### src/rtl/pipeline_hazard_ctrl_if.sv
// rtl/pipeline_hazard_ctrl_if.sv - hazard/memory handshake and stage-control bundle
interface pipeline_hazard_ctrl_if;
  logic load_use;
  logic br_taken;
  logic imem_req;
  logic imem_resp;
  logic dmem_req;
  logic dmem_resp;
  logic pc_we;
  logic if_id_we;
  logic id_ex_we;
  logic ex_mem_we;
  logic mem_wb_we;
  logic id_ex_bubble;
  logic if_id_flush;
  logic id_ex_flush;

  modport master (
    output load_use, br_taken, imem_req, imem_resp, dmem_req, dmem_resp,
    input  pc_we, if_id_we, id_ex_we, ex_mem_we, mem_wb_we,
    input  id_ex_bubble, if_id_flush, id_ex_flush
  );

  modport slave (
    input  load_use, br_taken, imem_req, imem_resp, dmem_req, dmem_resp,
    output pc_we, if_id_we, id_ex_we, ex_mem_we, mem_wb_we,
    output id_ex_bubble, if_id_flush, id_ex_flush
  );
endinterface

### src/rtl/pipeline_hazard_ctrl.sv
// rtl/pipeline_hazard_ctrl.sv - stall/flush controller for the 5-stage pipeline
// The FSM state is the outstanding-transaction record; freeze releases in the response cycle.
module pipeline_hazard_ctrl #(
  parameter int unsigned CNT_W        = 32,
  parameter int unsigned DMEM_TIMEOUT = 0
) (
  input  logic                 clk,
  input  logic                 rst_n,
  pipeline_hazard_ctrl_if.slave bus,
  output logic [CNT_W-1:0]     stall_cnt_o,
  output logic [CNT_W-1:0]     bubble_cnt_o,
  output logic [CNT_W-1:0]     flush_cnt_o,
  output logic                 err_protocol_o,
  output logic                 err_timeout_o
);

  typedef enum logic [1:0] {
    RUN     = 2'b00,
    I_WAIT  = 2'b01,
    D_WAIT  = 2'b10,
    ID_WAIT = 2'b11
  } state_e;

  state_e            state_q, state_d;
  logic [CNT_W-1:0]  stall_cnt_q, stall_cnt_d;
  logic [CNT_W-1:0]  bubble_cnt_q, bubble_cnt_d;
  logic [CNT_W-1:0]  flush_cnt_q, flush_cnt_d;
  logic [31:0]       tmo_q, tmo_d;
  logic              err_protocol_q, err_protocol_d;
  logic              err_timeout_q, err_timeout_d;

  logic imem_out, dmem_out;
  logic imem_out_d, dmem_out_d;
  logic freeze;

  assign imem_out = (state_q == I_WAIT) || (state_q == ID_WAIT);
  assign dmem_out = (state_q == D_WAIT) || (state_q == ID_WAIT);
  assign freeze   = (imem_out && !bus.imem_resp) || (dmem_out && !bus.dmem_resp);

  always_ff @(posedge clk or negedge rst_n) begin
    if (!rst_n) begin
      state_q        <= RUN;
      stall_cnt_q    <= '0;
      bubble_cnt_q   <= '0;
      flush_cnt_q    <= '0;
      tmo_q          <= '0;
      err_protocol_q <= 1'b0;
      err_timeout_q  <= 1'b0;
    end else begin
      state_q        <= state_d;
      stall_cnt_q    <= stall_cnt_d;
      bubble_cnt_q   <= bubble_cnt_d;
      flush_cnt_q    <= flush_cnt_d;
      tmo_q          <= tmo_d;
      err_protocol_q <= err_protocol_d;
      err_timeout_q  <= err_timeout_d;
    end
  end

  always_comb begin
    state_d        = state_q;
    stall_cnt_d    = stall_cnt_q;
    bubble_cnt_d   = bubble_cnt_q;
    flush_cnt_d    = flush_cnt_q;
    tmo_d          = '0;
    err_protocol_d = err_protocol_q;
    err_timeout_d  = err_timeout_q;
    imem_out_d     = imem_out;
    dmem_out_d     = dmem_out;

    bus.pc_we        = 1'b0;
    bus.if_id_we     = 1'b0;
    bus.id_ex_we     = 1'b0;
    bus.ex_mem_we    = 1'b0;
    bus.mem_wb_we    = 1'b0;
    bus.id_ex_bubble = 1'b0;
    bus.if_id_flush  = 1'b0;
    bus.id_ex_flush  = 1'b0;

    // A response always retires its flag; a request only opens one if it was not answered at once.
    if (bus.imem_resp) begin
      imem_out_d = 1'b0;
    end else if (bus.imem_req) begin
      imem_out_d = 1'b1;
    end
    if (bus.dmem_resp) begin
      dmem_out_d = 1'b0;
    end else if (bus.dmem_req) begin
      dmem_out_d = 1'b1;
    end

    if ((bus.imem_resp && !imem_out && !bus.imem_req) ||
        (bus.dmem_resp && !dmem_out && !bus.dmem_req)) begin
      err_protocol_d = 1'b1;
    end

    case ({dmem_out_d, imem_out_d})
      2'b00:   state_d = RUN;
      2'b01:   state_d = I_WAIT;
      2'b10:   state_d = D_WAIT;
      default: state_d = ID_WAIT;
    endcase

    if (dmem_out) begin
      tmo_d = tmo_q + 32'd1;
      if ((DMEM_TIMEOUT != 0) && (tmo_d == 32'(DMEM_TIMEOUT))) begin
        err_timeout_d = 1'b1;
      end
    end

    if (rst_n) begin
      if (freeze) begin
        stall_cnt_d = stall_cnt_q + 1'b1;
      end else if (bus.br_taken) begin
        bus.pc_we       = 1'b1;
        bus.if_id_we    = 1'b1;
        bus.id_ex_we    = 1'b1;
        bus.ex_mem_we   = 1'b1;
        bus.mem_wb_we   = 1'b1;
        bus.if_id_flush = 1'b1;
        bus.id_ex_flush = 1'b1;
        flush_cnt_d     = flush_cnt_q + 1'b1;
      end else if (bus.load_use) begin
        bus.id_ex_we     = 1'b1;
        bus.ex_mem_we    = 1'b1;
        bus.mem_wb_we    = 1'b1;
        bus.id_ex_bubble = 1'b1;
        bubble_cnt_d     = bubble_cnt_q + 1'b1;
      end else begin
        bus.pc_we     = 1'b1;
        bus.if_id_we  = 1'b1;
        bus.id_ex_we  = 1'b1;
        bus.ex_mem_we = 1'b1;
        bus.mem_wb_we = 1'b1;
      end
    end
  end

  assign stall_cnt_o    = stall_cnt_q;
  assign bubble_cnt_o   = bubble_cnt_q;
  assign flush_cnt_o    = flush_cnt_q;
  assign err_protocol_o = err_protocol_q;
  assign err_timeout_o  = err_timeout_q;

endmodule
### src/flat_wrapper.sv
// flat-port wrapper written by rule: the top's interface ports become plain ports
module pipeline_hazard_ctrl_flat 
#(
  parameter int unsigned CNT_W        = 32,
  parameter int unsigned DMEM_TIMEOUT = 0
)
  (clk, rst_n, stall_cnt_o, bubble_cnt_o, flush_cnt_o, err_protocol_o, err_timeout_o, bus_load_use, bus_br_taken, bus_imem_req, bus_imem_resp, bus_dmem_req, bus_dmem_resp, bus_pc_we, bus_if_id_we, bus_id_ex_we, bus_ex_mem_we, bus_mem_wb_we, bus_id_ex_bubble, bus_if_id_flush, bus_id_ex_flush);
  pipeline_hazard_ctrl_if bus_i ();
  input  logic clk;
  input  logic rst_n;
  output logic [CNT_W-1:0] stall_cnt_o;
  output logic [CNT_W-1:0] bubble_cnt_o;
  output logic [CNT_W-1:0] flush_cnt_o;
  output logic err_protocol_o;
  output logic err_timeout_o;
  input wire logic [$bits(bus_i.load_use)-1:0] bus_load_use;
  input wire logic [$bits(bus_i.br_taken)-1:0] bus_br_taken;
  input wire logic [$bits(bus_i.imem_req)-1:0] bus_imem_req;
  input wire logic [$bits(bus_i.imem_resp)-1:0] bus_imem_resp;
  input wire logic [$bits(bus_i.dmem_req)-1:0] bus_dmem_req;
  input wire logic [$bits(bus_i.dmem_resp)-1:0] bus_dmem_resp;
  output wire logic [$bits(bus_i.pc_we)-1:0] bus_pc_we;
  output wire logic [$bits(bus_i.if_id_we)-1:0] bus_if_id_we;
  output wire logic [$bits(bus_i.id_ex_we)-1:0] bus_id_ex_we;
  output wire logic [$bits(bus_i.ex_mem_we)-1:0] bus_ex_mem_we;
  output wire logic [$bits(bus_i.mem_wb_we)-1:0] bus_mem_wb_we;
  output wire logic [$bits(bus_i.id_ex_bubble)-1:0] bus_id_ex_bubble;
  output wire logic [$bits(bus_i.if_id_flush)-1:0] bus_if_id_flush;
  output wire logic [$bits(bus_i.id_ex_flush)-1:0] bus_id_ex_flush;
  assign bus_i.load_use = bus_load_use;
  assign bus_i.br_taken = bus_br_taken;
  assign bus_i.imem_req = bus_imem_req;
  assign bus_i.imem_resp = bus_imem_resp;
  assign bus_i.dmem_req = bus_dmem_req;
  assign bus_i.dmem_resp = bus_dmem_resp;
  assign bus_pc_we = bus_i.pc_we;
  assign bus_if_id_we = bus_i.if_id_we;
  assign bus_id_ex_we = bus_i.id_ex_we;
  assign bus_ex_mem_we = bus_i.ex_mem_we;
  assign bus_mem_wb_we = bus_i.mem_wb_we;
  assign bus_id_ex_bubble = bus_i.id_ex_bubble;
  assign bus_if_id_flush = bus_i.if_id_flush;
  assign bus_id_ex_flush = bus_i.id_ex_flush;
  pipeline_hazard_ctrl #(.CNT_W(CNT_W), .DMEM_TIMEOUT(DMEM_TIMEOUT)) u_core (.clk(clk), .rst_n(rst_n), .bus(bus_i), .stall_cnt_o(stall_cnt_o), .bubble_cnt_o(bubble_cnt_o), .flush_cnt_o(flush_cnt_o), .err_protocol_o(err_protocol_o), .err_timeout_o(err_timeout_o));
endmodule
### config.mk
export PLATFORM = sky130hd
export DESIGN_NAME = pipeline_hazard_ctrl_flat
export DESIGN_NICKNAME = d
export VERILOG_FILES = /design/src/rtl/pipeline_hazard_ctrl_if.sv /design/src/rtl/pipeline_hazard_ctrl.sv /design/src/flat_wrapper.sv
export SDC_FILE = /design/constraint.sdc
export NUM_CORES = 1
export LEC_CHECK = 0
export CAP_MARGIN = 10
export CORE_ASPECT_RATIO = 1.2
export CORE_MARGIN = 4
export CORE_UTILIZATION = 40
export CTS_CLUSTER_DIAMETER = 50
export DETAILED_ROUTE_END_ITERATION = 7
export PLACE_DENSITY = 0.67
export SETUP_SLACK_MARGIN = 0.02
export SLEW_MARGIN = 20
export SYNTH_ARGS = -nofsm -noshare
export SYNTH_HDL_FRONTEND = slang
export SYNTH_SLANG_ARGS = --single-unit
### constraint.sdc
create_clock -name clk -period 2.1 [get_ports clk]
set_clock_uncertainty 0.15 [all_clocks]
set_input_delay 0.21 -clock clk [delete_from_list [all_inputs] [get_ports clk]]
set_output_delay 0.21 -clock clk [all_outputs]
set_load 0.05 [all_outputs]
# ---- Word level (Yosys, flattened, before mapping)
# Index checks and enable logic that the tools add are counted.
dict set report word_totals {
  register_bits 99
  latch_bits 0
  ramBits 0
  mem_bits_ro 0
  inputBits 8
  output_inout_bits 106
  word_cells 53
  mem_count 0
}
dict set report classes {
  addsub 3
  mul 0
  n_div 0
  n_lt_le_gt_ge 0
  n_eq_ne 5
  shifts 0
  mux 18
  bitwise 2
  n_reduce_logical 20
}
# cell count
set ops {}
lappend ops {{$add 32x1->32 const B} 3}
lappend ops {{$mux 1} 17}
lappend ops {{$eq 2x2->1 const B} 3}
lappend ops {{$logic_and 1x1->1} 6}
lappend ops {{$logic_not 1->1} 6}
lappend ops {{$pmux 2 s3} 1}
lappend ops {{$eq 2x1->1 const B} 2}
lappend ops {{$logic_or 1x1->1} 4}
lappend ops {{$reduce_and 4->1} 1}
lappend ops {{$reduce_and 3->1} 1}
lappend ops {{$logic_not 2->1} 1}
lappend ops {{$not 1->1} 2}
lappend ops {{$reduce_and 2->1} 1}

# ---- Depth between registers and ports, before layout
# Gate-level depths: netlist of the first run.
dict set report logic_depth {
  depth_word 6
  ltp_mapped 8
  depth_no_buf 7
}

# ---- Least setup slack after synthesis of the first run
# OpenSTA, ideal clock, no wires.
dict set report synth_path {
  path_type {register to register}
  from {register u_core.stall_cnt_q[3], in the netlist u_core.stall_cnt_o[3]}
  to {register u_core.stall_cnt_q[29], in the netlist u_core.stall_cnt_o[29]}
  setup_ns 0.141
  arrival_time_ns 1.983
  required_ns 1.809
  setup_slack_ns -0.174
  path_stages_with_launch 6
  n_path_buf 0
  period_less_slack_ns 2.274
  path_cell_list {dfrtp_1 -> nand4_1 -> or4_4 -> nor3_2 -> nand4_1 -> xnor2_1}
}
dict set report synth_via {
  elab_chain_cells 1
}
# element line_no
set synth_rtl {}
lappend synth_rtl {{from (decl)} pipeline_hazard_ctrl.sv:25} ;# logic [CNT_W-1:0] stall_cnt_q, stall_cnt_d;
lappend synth_rtl {{from (signal assigned)} pipeline_hazard_ctrl.sv:51} ;# stall_cnt_q <= stall_cnt_d;
lappend synth_rtl {{$add 32x1->32} pipeline_hazard_ctrl.sv:113} ;# stall_cnt_d = stall_cnt_q + 1'b1;
# Every way passes these cells.
# A chain may end at the register's enable or synchronous reset.

# ---- Worst setup path after layout of the first run
dict set report layout_path {
  from {register u_core.stall_cnt_q[6], in the netlist u_core.stall_cnt_o[6]}
  to {output port stall_cnt_o[6]}
}
# element line_no
set layout_rtl {}
lappend layout_rtl {{to (decl)} flat_wrapper.sv:11} ;# output logic [CNT_W-1:0] stall_cnt_o;
# No word-level cell between the ends.

==> impl_metrics.yaml, run 1 <==
status:
  outcome: "complete, but fails checks"
  violations: "negative hold slack"
timing:
  tightest_slew_ns: 0.859
  period_share_pct: 96.3
  drv_slew: 0
  whs_ns: -0.0278
  hold_violations: 20
  rsz0062_at_grt: "true"
  finalCriticalPeriod_ns: 2.02
  setup_ws_ns: 0.0785
  tns_ns: 0
  setup_violations: 0
  maxSlewHeadroom_pct: 42.8
  max_clock_freq_mhz: 495
setup_path:
  critical_path_class: "reg -> out"
  crit_arrival_ns: 1.66
  crit_path_end_kind: "primary output"
  cp_max_fo: 3
  required_ns: 1.74
  cp-start-kind: "flip-flop"
finish:
  n_antenna_cell: 0
  final_common_cell: "clkdlybuf4s50_1"
  utilization_pct: 59.7
  nets: 596
  syn_to_final_growth_pct: 45.0
  layout_common_cells: "clkdlybuf4s50_1 (99), dfrtp_1 (68), xnor2_1 (54)"
  drive_above_1_share_pct: 20.2
synthesis:
  synth-edff-count: 0
  syn_avg_cell_area_um2: 10.7
  synth-adder-area-share_pct: 0.819
  synth-simple-area-share_pct: 23.4
  synthFlopType: "dfrtp_1"
  mappedNetlistArea_um2: 4580
  synth-compound-area-share_pct: 1.36
  ys_seq_area_share_pct: 54.0
  synthesis.nets: 440
  syn_inst: 429
  synth_xor_area_share_pct: 17.8
  synth_seq_cells: 99
  synthArstFlopShare_pct: 100
  muxShareOfSynthArea_pct: 0.246
  synthDistinctLibCells: 36
  ys_warn_count: 0
  synth_top_family_by_area: "simple AND/OR/NAND/NOR gates"
die:
  core_area_um2: 11100
  die_w_um: 106
  io_pins: 114
  die_h_um: 125
  start_util_pct: 41.2
  rows: 42
  fp.dieArea_um2: 13200
pwr:
  finalPower_mw: 5.16
  p_leak_nw: 2.95
  power_density_nw_per_um2: 776
  ir_drop_mv: 0.707
flow_run:
  maxCapViolCount: 0
drt:
  final_antenna_net_count: 0
  drtPass1Iterations: 4
  routed_wl_um: 10800
  wire_per_inst_um: 14.5
  drt_iter0_markers: 82
  drc: 0
  num_vias: 3615
  viasPerCell: 4.86
worst_hold_path:
  hold_class: "in -> async"
placed_design:
  dp_slack_ns: -0.175
  portBuffers: 112
  gp_congestion: 0.843
  dp_hpwl_um: 8100
global_routing:
  overflow: 0
  first_global_vias: 3625
  grtUsageTotal_pct: 17.0
  grt_pass1_wl_um: 18400
  grt_max_degree: 68
  antenna_found_initial: 0
clock_network:
  cts_made_buffers: 9
  tritoncts: "built"
  htreeDepth: 3
  cts.sinks: 99
  ctsRootBufferMaster: "clkbuf_16"
  cts_max_path_buffers: 2
  path_clk_slew_ns: 0.07
  insertion_delay_ns: 0.34
[stage by stage]
step	instance area, um^2	instances
floorplan	4680	429
global placement	6250	716
detailed placement	6250	716
CTS	6550	734
global route	6650	744
finish	6650	744
[kinds of logic after synthesis]
kind of cell | Yosys count
buffers and inverters | 22
and+or+nand+nor | 205
muxes | 1
other | 1
AOI/OAI and AO/OA | 5
xor gates and xnor gates | 93
DFF | 99
adders and majority gates | 3
[power by group]
part	switching (mW)	internal, mW	total (mW)
sequential	0.200	2.06	2.26
clock	0.687	0.923	1.61
combinational	0.808	0.479	1.29
total	1.70	3.46	5.16
[registers in the layout, indices dropped and copies added (netlist names)]
register               count
u_core.stall_cnt_o        32
u_core.err_protocol_o      1
u_core.flush_cnt_o        32
u_core.state_q             2
u_core.bubble_cnt_o       32
[synthesized netlist by cell type (4+ instances only)]
master / number / area (um^2)
and3_1: 11 / 68.8
and4_1: 4 / 35.0
buf_4: 5 / 37.5
dfrtp_1: 99 / 2480
inv_1: 13 / 48.8
nand2_1: 46 / 173
nand3_1: 43 / 215
nand4_1: 19 / 119
nor2_1: 39 / 146
nor3_1: 13 / 65.1
nor4_1: 7 / 43.8
or3_1: 4 / 25.0
xnor2_1: 54 / 473
xor2_1: 39 / 342
[worst paths after layout]
check / from / to / slack (ns) / cells after the start
max in group asynchronous: rst_n / u_core.stall_cnt_o[14] / 0.92 / 3
setup reg to reg: u_core.stall_cnt_o[4] / u_core.stall_cnt_o[23] / 0.12 / 5
min in group clk: bus_imem_resp / u_core.err_protocol_o / 0.04 / 2
setup / recovery: u_core.stall_cnt_o[6] / stall_cnt_o[6] / 0.08 / 2
hold reg to reg: u_core.stall_cnt_o[31] / u_core.stall_cnt_o[31] / 0.32 / 1
hold / removal: rst_n / u_core.bubble_cnt_o[0] / -0.03 / 2
[area by class of cell]
type                       instances  area (um^2)
clock buffer                      13          240
clock inverter                     3         40.0
fill                            1015         4490
inverter                          13         52.6
multi-input combinational        308         2080
sequential                        99         2520
tap                              154          193
timing repair buffer             154         1530
[critical path, cell delays in order (launching register included)]
cell	delay (ns)
dfrtp_2	0.39
buf_4	0.13
clkdlybuf4s50_1	0.80
[what timing repair did]
item | in CTS | in global routing
setup endpoints to repair | 4 | 11
resized for setup | 2 | 5
setup buffers | 1 | 9
endpoints found under the hold margin | 32 | 1
cloned | 0 | 0
hold buffers | 1 | 1
[routing by layer]
layer / part of all wire, % / track usage (%) / vias up
met3: 5.1 / 3.66 / 12
met4: 1.4 / 5.87 / 0
met5: 0 / 0 / -
met1: 45 / 23.3 / 1743
met2: 49 / 26.9 / 90
li1: - / - / 1770
No activity file was read; power rests on OpenSTA's default activity.
==> inputs of run 2 (changes only) <==
Settings changed: CTS_CLUSTER_SIZE set to 16, TNS_END_PERCENT set to 10.
==> run 2 against run 1 <==
  * Hold slack improved by 0.092 ns
  * Setup slack better by 0.0039 ns
  * Combinational power barely moved
  * Global-route usage fell by 0.42 points
  * Via count down 0.25%
  * Clock-buffer cell count shrank 4
  * Non-clock buffer count fell by 8
  * Highest routed layer unchanged
  * The flow now finishes without violations
  * Critical path depth decreased by 1
  * Clock power about the same
  * Design area down 1.7%
  * Utilization decreased by 1.0 points
  * Critical path type unchanged
  * Sequential power decreased by 2%
==> impl_metrics.yaml, run 2 (synthesis gave the netlist of run 1 again) <==
status:
  outcome: "completed"
placed_design:
  gp_congestion: 0.777
  dp_slack_ns: -0.169
  portBuffers: 112
  place_area_um2: 6200
  dp_hpwl_um: 8090
finish:
  nets: 588
  final_common_cell: "clkdlybuf4s50_1"
  layout_common_cells: "clkdlybuf4s50_1 (102), dfrtp_1 (82), xnor2_1 (54)"
  drive_above_1_share_pct: 16.7
  fill_cells: 958
  syn_to_final_growth_pct: 42.5
  n_antenna_cell: 0
  stdcell_area_um2: 6540
  utilization_pct: 58.7
clock_network:
  htreeDepth: 3
  insertion_delay_ns: 0.34
  cts_made_buffers: 9
  path_clk_slew_ns: 0.07
  ctsRootBufferMaster: "clkbuf_16"
  tritoncts: "built"
  cts_max_path_buffers: 2
  cts.sinks: 99
pwr:
  seq_power_share_pct: 43.5
  p_int_mw: 3.42
  p_leak_nw: 2.87
  comb_power_share_pct: 24.6
  finalPower_mw: 5.10
  switching_share_pct: 33.0
  power_density_nw_per_um2: 781
  p_clk_share_pct: 31.8
  ir_drop_mv: 1.03
  switching_power_mw: 1.68
drt:
  routed_wl_um: 10500
  num_vias: 3606
  wire_per_inst_um: 14.3
  drtPass1Iterations: 4
  drt_iter0_markers: 63
  drc: 0
  final_antenna_net_count: 0
  viasPerCell: 4.90
setup_path:
  crit_family: "buffers and inverters"
  required_ns: 1.74
  crit_path_end_kind: "primary output"
  cp_max_fo: 6
  cp-start-kind: "flip-flop"
  slowest_delay_ns: 0.86
  cpMaxStageDelayCell: "clkdlybuf4s50_1"
  worst-path-buf-inv: 1
  crit_chain: "clkdlybuf4s50_1"
  critical_path_class: "reg -> out"
  crit_arrival_ns: 1.66
worst_hold_path:
  hold_class: "in -> async"
global_routing:
  antenna_found_initial: 0
  overflow: 0
  grtUsageTotal_pct: 16.6
  first_global_vias: 3704
  grt_max_degree: 44
  grt_pass1_wl_um: 18000
timing:
  finalCriticalPeriod_ns: 2.02
  hold_violations: 0
  setup_ws_ns: 0.0824
  drv_slew: 0
  tightest_slew_ns: 0.550
  max_clock_freq_mhz: 496
  rsz0062_at_grt: "true"
  period_share_pct: 96.1
  setup_violations: 0
  maxSlewHeadroom_pct: 63.2
die:
  core_area_um2: 11100
  fp.dieArea_um2: 13200
  rows: 42
  io_pins: 114
  die_h_um: 125
  die_w_um: 106
  start_util_pct: 41.2
flow_run:
  maxCapViolCount: 0
[run 2: area by class of cell]
type,count,area [um^2],share of cell area [%]
sequential,99,2500,38.2
multi-input combinational,308,2030,31.1
timing repair buffer,146,1470,22.4
clock buffer,9,225,3.45
tap,154,193,2.95
clock inverter,7,68.8,1.05
inverter,13,52.6,0.804
[run 2: final timing paths]
check | startpoint | end | slack, ns | depth (start not counted)
max reg2reg | u_core.stall_cnt_o[4] | u_core.stall_cnt_o[23] | 0.11 | 5
min reg2reg | u_core.stall_cnt_o[31] | u_core.stall_cnt_o[31] | 0.32 | 1
max | u_core.stall_cnt_o[25] | stall_cnt_o[25] | 0.08 | 1
max in group asynchronous | rst_n | u_core.stall_cnt_o[10] | 0.99 | 3
min in group clk | bus_imem_resp | u_core.state_q[0] | 0.31 | 2
min | rst_n | u_core.stall_cnt_o[7] | 0.06 | 2
[run 2: power by group through the flow]
stage | combinational, mW | clock, mW | sequential (mW)
final | 1.26 | 1.62 | 2.22
after global routing | 1.33 | 1.74 | 2.24
after CTS | 1.27 | 1.67 | 2.22
after detailed placement | 1.26 | 0 | 2.26
after global placement | 1.24 | 0 | 2.25
after floorplan | 0.282 | 0 | 2.71
[run 2: metal layers]
metal | routed length (um) | GRT usage [%] | vias to the layer above
li1 | - | - | 1739
met5 | 0 | 0 | -
met1 | 4540 | 21.0 | 1786
met2 | 5400 | 28.1 | 72
met3 | 430 | 2.99 | 9
met4 | 139 | 6.71 | 0
[run 2: timing repair]
action                                  CTS  global route
resized for setup                         2             3
pin swaps                                 0             2
buffers inserted                          0             1
hold buffers                              1             0
hold endpoints to repair                 99             0
endpoints found under the setup margin    1            13
[run 2: stage by stage]
stage               setup TNS (ns)  hold WS [ns]  cells
floorplan                   -0.169        -0.236    429
global placement             -3.27        -0.126    718
detailed placement           -5.01        -0.125    718
CTS                              0        0.0528    735
global route               -0.0767        0.0725    736
finish                           0        0.0639    736
